`config.mk`:
```
export PLATFORM = sky130hd
export DESIGN_NAME = stage_one
export DESIGN_NICKNAME = d
export VERILOG_FILES = /design/src/rtl/stage_one.sv
export SDC_FILE = /design/constraint.sdc
export NUM_CORES = 2
export LEC_CHECK = 0
export BUFFER_PORTS_ARGS = -buffer_cell sky130_fd_sc_hd__buf_4
export CAP_MARGIN = 20
export CORE_MARGIN = 5
export CORE_UTILIZATION = 50
export DETAILED_ROUTE_END_ITERATION = 12
export PLACE_DENSITY = 0.67
export SLEW_MARGIN = 40
export SYNTH_ARGS = -nofsm -noshare
export SYNTH_HDL_FRONTEND = slang
export SYNTH_SLANG_ARGS = --single-unit
```
`constraint.sdc`:
```
create_clock -name clk -period 8.73 [get_ports clk]
set_clock_uncertainty 0.2 [all_clocks]
set_input_delay 1.3095 -clock clk [delete_from_list [all_inputs] [get_ports clk]]
set_output_delay 1.3095 -clock clk [all_outputs]
set_load 0.005 [all_outputs]
```
`src/rtl/stage_one.sv`:
```
// stage_one: first stage of the function-evaluation datapath.
// Captures two IEEE-754 single operands per job. For each operand it produces
// a signed Q2.20 fixed-point value, the operand halved, and the operand squared.
// A job takes four enabled cycles: IDLE (accept), CAPTURE, COMPUTE, OUTPUT.
// done is high during the OUTPUT cycle.
//
// Ports:
//   clk                   rising-edge clock
//   rst                   asynchronous, active-low reset
//   clk_en                global enable; every register holds while low
//   start                 job request, honoured only in IDLE
//   x_one, x_two          float operands, captured on an accepted start
//   done                  completion pulse, high in the OUTPUT cycle
//   out_one/_two          operand as signed Q2.20, saturating at |x| >= 2
//   half_out_one/_two     operand * 0.5
//   square_out_one/_two   operand * operand
//
// Build option: define STAGE1_SQUARE_RNE_EN to round squares to nearest-even.
// When it is undefined, squares truncate toward zero.
module stage_one #(
  parameter int unsigned FLT_DATA_WIDTH    = 32,
  parameter int unsigned CORDIC_DATA_WIDTH = 22
) (
  input  logic                         clk,
  input  logic                         rst,
  input  logic                         clk_en,
  input  logic                         start,
  input  logic [FLT_DATA_WIDTH-1:0]    x_one,
  input  logic [FLT_DATA_WIDTH-1:0]    x_two,
  output logic                         done,
  output logic [CORDIC_DATA_WIDTH-1:0] out_one,
  output logic [CORDIC_DATA_WIDTH-1:0] out_two,
  output logic [FLT_DATA_WIDTH-1:0]    half_out_one,
  output logic [FLT_DATA_WIDTH-1:0]    half_out_two,
  output logic [FLT_DATA_WIDTH-1:0]    square_out_one,
  output logic [FLT_DATA_WIDTH-1:0]    square_out_two
);

  localparam logic [1:0] S_IDLE    = 2'd0;
  localparam logic [1:0] S_CAPTURE = 2'd1;
  localparam logic [1:0] S_COMPUTE = 2'd2;
  localparam logic [1:0] S_OUTPUT  = 2'd3;

  // Rounding needs the whole 48-bit mantissa product. Truncation only needs
  // bits [47:23], so the product register is trimmed to those bits.
`ifdef STAGE1_SQUARE_RNE_EN
  localparam int unsigned PROD_W = 48;
`else
  localparam int unsigned PROD_W = 25;
`endif
  localparam int unsigned PROD_LSB = 48 - PROD_W;

  logic [1:0]        state_q, state_d;
  logic              load_c, prod_en_c, res_en_c;
  logic [31:0]       op_one, op_two;
  logic [PROD_W-1:0] prod_one, prod_two;

  // Square of the 24-bit significand, keeping only the bits used downstream.
  function automatic logic [PROD_W-1:0] mant_sq(input logic [22:0] m);
    return PROD_W'((48'({1'b1, m}) * 48'({1'b1, m})) >> PROD_LSB);
  endfunction

  // Normalise and round the significand square into a float. The sign is always +.
  function automatic logic [31:0] square_fn(input logic [30:0] x, input logic [PROD_W-1:0] p);
    logic [7:0]  e;
    logic [9:0]  t;      // biased result exponent + 127, kept unsigned
    logic [22:0] mant;
    logic        up;
    logic [23:0] mr;
    logic [31:0] r;
    e    = x[30:23];
    t    = '0;
    mant = '0;
    up   = 1'b0;
    mr   = '0;
    r    = '0;
    if (e == 8'hFF) begin
      r = (x[22:0] != 23'd0) ? 32'h7FC0_0000 : 32'h7F80_0000;
    end else if (e != 8'd0) begin
      t    = {1'b0, e, 1'b0} + 10'(p[PROD_W-1]);
      mant = p[PROD_W-1] ? p[PROD_W-2 -: 23] : p[PROD_W-3 -: 23];
`ifdef STAGE1_SQUARE_RNE_EN
      up   = p[47] ? (p[23] & ((|p[22:0]) | mant[0]))
                   : (p[22] & ((|p[21:0]) | mant[0]));
`endif
      mr   = {1'b0, mant} + 24'(up);
      // Rounding carry out of the fraction renormalises to 1.0 * 2^(e+1).
      if (mr[23]) t = t + 10'd1;
      if (t <= 10'd127)      r = 32'h0000_0000;
      else if (t >= 10'd382) r = 32'h7F80_0000;
      else                   r = {1'b0, 8'(t - 10'd127), mr[22:0]};
    end
    return r;
  endfunction

  // Halve by decrementing the exponent. Exponent 1, zero and denormals become signed zero.
  function automatic logic [31:0] half_fn(input logic [31:0] x);
    logic [31:0] r;
    if (x[30:23] == 8'hFF)      r = x;
    else if (x[30:23] <= 8'd1)  r = {x[31], 31'd0};
    else                        r = {x[31], x[30:23] - 8'd1, x[22:0]};
    return r;
  endfunction

  // Convert to Q2.20, truncating toward zero and saturating at |x| >= 2.
  function automatic logic [21:0] fixed_fn(input logic [31:0] x);
    logic [7:0]  e;
    logic [23:0] mag;
    logic [21:0] sat;
    logic [21:0] r;
    e   = x[30:23];
    sat = x[31] ? 22'h20_0000 : 22'h1F_FFFF;
    mag = '0;
    r   = '0;
    if (e == 8'hFF) begin
      r = (x[22:0] != 23'd0) ? 22'd0 : sat;
    end else if (e >= 8'd128) begin
      r = sat;
    end else if (e != 8'd0) begin
      // value * 2^20 = significand * 2^(e-130); e <= 127 gives a shift of at least 3
      mag = {1'b1, x[22:0]} >> (8'd130 - e);
      r   = 22'(mag);
      if (x[31]) r = -r;
    end
    return r;
  endfunction

  // Next-state and stage enables.
  always_comb begin
    state_d   = state_q;
    load_c    = 1'b0;
    prod_en_c = 1'b0;
    res_en_c  = 1'b0;
    case (state_q)
      S_IDLE: begin
        if (start) begin
          state_d = S_CAPTURE;
          load_c  = 1'b1;
        end
      end
      S_CAPTURE: begin
        state_d   = S_COMPUTE;
        prod_en_c = 1'b1;
      end
      S_COMPUTE: begin
        state_d  = S_OUTPUT;
        res_en_c = 1'b1;
      end
      default: state_d = S_IDLE;
    endcase
  end

  // State register and done. done follows the OUTPUT state, so it holds while frozen.
  always_ff @(posedge clk or negedge rst) begin
    if (!rst) begin
      state_q <= S_IDLE;
      done    <= 1'b0;
    end else if (clk_en) begin
      state_q <= state_d;
      done    <= (state_d == S_OUTPUT);
    end
  end

  // Operand capture, product formation and result registers.
  always_ff @(posedge clk or negedge rst) begin
    if (!rst) begin
      op_one         <= '0;
      op_two         <= '0;
      prod_one       <= '0;
      prod_two       <= '0;
      out_one        <= '0;
      out_two        <= '0;
      half_out_one   <= '0;
      half_out_two   <= '0;
      square_out_one <= '0;
      square_out_two <= '0;
    end else if (clk_en) begin
      if (load_c) begin
        op_one <= 32'(x_one);
        op_two <= 32'(x_two);
      end
      if (prod_en_c) begin
        prod_one <= mant_sq(op_one[22:0]);
        prod_two <= mant_sq(op_two[22:0]);
      end
      if (res_en_c) begin
        square_out_one <= FLT_DATA_WIDTH'(square_fn(op_one[30:0], prod_one));
        square_out_two <= FLT_DATA_WIDTH'(square_fn(op_two[30:0], prod_two));
        half_out_one   <= FLT_DATA_WIDTH'(half_fn(op_one));
        half_out_two   <= FLT_DATA_WIDTH'(half_fn(op_two));
        out_one        <= CORDIC_DATA_WIDTH'(fixed_fn(op_one));
        out_two        <= CORDIC_DATA_WIDTH'(fixed_fn(op_two));
      end
    end
  end

endmodule

```
==> results.tsv <==
metric	value	unit
gp_congestion	0.9540	
antenna_found_initial	0	
overflow	0	
die_h	319.4	um
htreeDepth	2	
slew_headroom	0.4080	
via_per_inst	5.484	
worstReg2RegStart	op_two[2]$_DFFE_PN0P_	
die_x	319.4	um
wirelength	132300	um
fmax	120.5	MHz
fin_crit_sh	0.9508	
ys_types	99	
final-seq-area	0.007193	mm^2
yosysSeqAreaShare	0.1500	
rr_worst_depth	26	
synth_edf_count	0	
cts.sinks	287	
end_kind	flip-flop	
final_core_util	0.5544	
grt_max_degree	144	
syn_area	0.04787	mm^2
place_inst	6519	
rsz0062_at_grt	false	
required	9.06	ns
vias	36155	
critPathMaxFanout	14	
place_ws	0.2810	ns
drive_above_1_share	0.1181	
die-area	0.1020	mm^2
cts.reportedPaths.clkPinSlew	0.07	ns
drt_iter0_drc	2761	
cp.arrival	8.63	ns
setup_slack	0.4299	ns
ys_ff_latch	287	
async_flop_share	1.000	
syn_inst	5142	
syn_area_per_cell	9.311	um^2
path_class	reg2reg	
finalNetCount	6590	
hold_viol	0	
coreArea	0.09501	mm^2
start_kind	flip-flop	
wl_per_cell	20.06	um
yosysWarnings	0	
ys_dominant_reg_cell	dfrtp_1	
status	finished clean	
port_buffers	238	
most-common-layout-cells	inv_1, fa_1, nand2_1	
fill_cells	8548	
clkLatencyLatePin	0.63	ns
r2r-end	prod_two[24]$_DFFE_PN0P_	
io_pins	241	
crit_path_start	op_two[2]$_DFFE_PN0P_	
row_count	113	
multiInputGateArea	0.03525	mm^2
slew_violations	0	
cts_buffers	38	
clk_path_buf_depth	3	
areaGrowthSynthToFinish	10.03	%
worst_pin_slew	0.8769	ns
grtUsageTotal	0.2653	
cts_tree	done	
drt_first_pass_iters	7	
grt_pass1_wl	217200	um
min_path_type	reg2reg	
grt_pass1_vias	38397	
finalSetupTns	0	ns
start_util	0.5039	
finalSetupViolations	0	
ant_nets	0	
period_minus_slack	8.300	ns
final_common_cell	inv_1	
drv_cap	0	
cts_root_buf	clkbuf_16	
crit_path_end	prod_two[24]$_DFFE_PN0P_	
hpwl	104700	um
fin_cells	6593	
r2r_slack	0.43	ns
drc	0	
==> sequential cells by signal (all words and copies together) (netlist names), 25 cells and up <==
signal and flops:
half_out_one 32, half_out_two 32, square_out_two 31, prod_two 25
prod_one 25, op_two 32, square_out_one 31, op_one 32
==> Yosys cell counts (47+ instances only) <==
library cell / n / area share
dfrtp_1: 287 / 0.15
clkbuf_1: 203 / 0.016
nand2_1: 583 / 0.046
xnor2_1: 70 / 0.013
and2_1: 123 / 0.016
ha_1: 380 / 0.099
mux2_2: 89 / 0.021
fa_1: 845 / 0.35
nor2_1: 241 / 0.019
inv_1: 1183 / 0.093
o21ai_0: 165 / 0.017
a21oi_1: 113 / 0.012
nor3_1: 51 / 0.0053
a21o_1: 47 / 0.0074
mux2i_1: 103 / 0.022
==> per-stage QoR <==
| step | hold slack (ns) | instance area [um^2] |
|---|---|---|
| after floorplan | 0.2444 | 47880 |
| after global placement | 0.2593 | 51240 |
| after detailed placement | 0.2674 | 51280 |
| after CTS | 0.2809 | 52570 |
| after global routing | 0.2927 | 52670 |
| final | 0.2761 | 52680 |
==> timing repair <==
action	4_1_cts	5_1_grt
hold buffers	0	0
resized for setup	0	4
setup buffers	0	0
endpoints found under the setup margin	0	4
==> routing by layer <==
metal | track usage | up-vias | part of all wire
met3 | 0.04243 | 239 | 0.071
li1 | - | 16366 | -
met1 | 0.3828 | 18269 | 0.44
met5 | 0 | - | 0
met2 | 0.4232 | 1281 | 0.46
met4 | 0.06901 | 0 | 0.031
==> critical path: stages, from the launching register on <==
cell	delay, ns
dfrtp_1	0.76
inv_1	0.13
nor2_1	0.26
fa_1	0.49
fa_1	0.52
fa_1	0.56
inv_1	0.06
fa_1	0.50
inv_1	0.06
fa_1	0.52
fa_1	0.50
inv_1	0.05
fa_1	0.49
inv_1	0.04
ha_1	0.31
nand4_1	0.15
nor3_1	0.28
a32oi_1	0.24
a2111oi_4	0.55
o21ai_0	0.27
buf_4	0.20
a21oi_1	0.24
o31ai_1	0.11
buf_4	0.15
a211oi_1	0.29
nor4_1	0.08
o31ai_1	0.20
==> layout make-up <==
class | count | area share
sequential | 287 | 0.1366
timing repair buffer | 368 | 0.05404
clock inverter | 21 | 0.004774
clock buffer | 49 | 0.01979
multi-input combinational | 3400 | 0.6691
antenna | 1 | 0.00004750
tap | 1265 | 0.03005
inverter | 1202 | 0.08565
==> how the worst min path moves through the flow <==
stage / depth (start not counted) / start / slack (ns) / endpoint
finish: 2 / half_out_one[25]$_DFFE_PN0P_ / 0.28 / half_out_one[25]$_DFFE_PN0P_
global route: 1 / square_out_one[27]$_DFFE_PN0P_ / 0.29 / square_out_one[27]$_DFFE_PN0P_
CTS: 2 / half_out_two[9]$_DFFE_PN0P_ / 0.28 / half_out_two[9]$_DFFE_PN0P_
detailed placement: 1 / square_out_one[29]$_DFFE_PN0P_ / 0.27 / square_out_one[29]$_DFFE_PN0P_
global placement: 2 / prod_two[23]$_DFFE_PN0P_ / 0.26 / prod_two[23]$_DFFE_PN0P_
floorplan: 2 / prod_two[23]$_DFFE_PN0P_ / 0.24 / prod_two[23]$_DFFE_PN0P_
==> logic make-up (layout without fill, tap and decap cells) <==
family,after synthesis,after routing,synth area share
buf+inv,1456,1640,0.1158
fa+ha+maj,1225,1225,0.4527
simple gates,1212,1212,0.1162
compound gates,624,624,0.08716
flops,287,287,0.1500
mux,225,225,0.05705
xor+xnor,112,112,0.02104
other cells,1,3,0.00007833
Power is left out: the tool's default activity adds up to more than one toggle a clock period on the data nets, which glitch-free logic cannot reach.
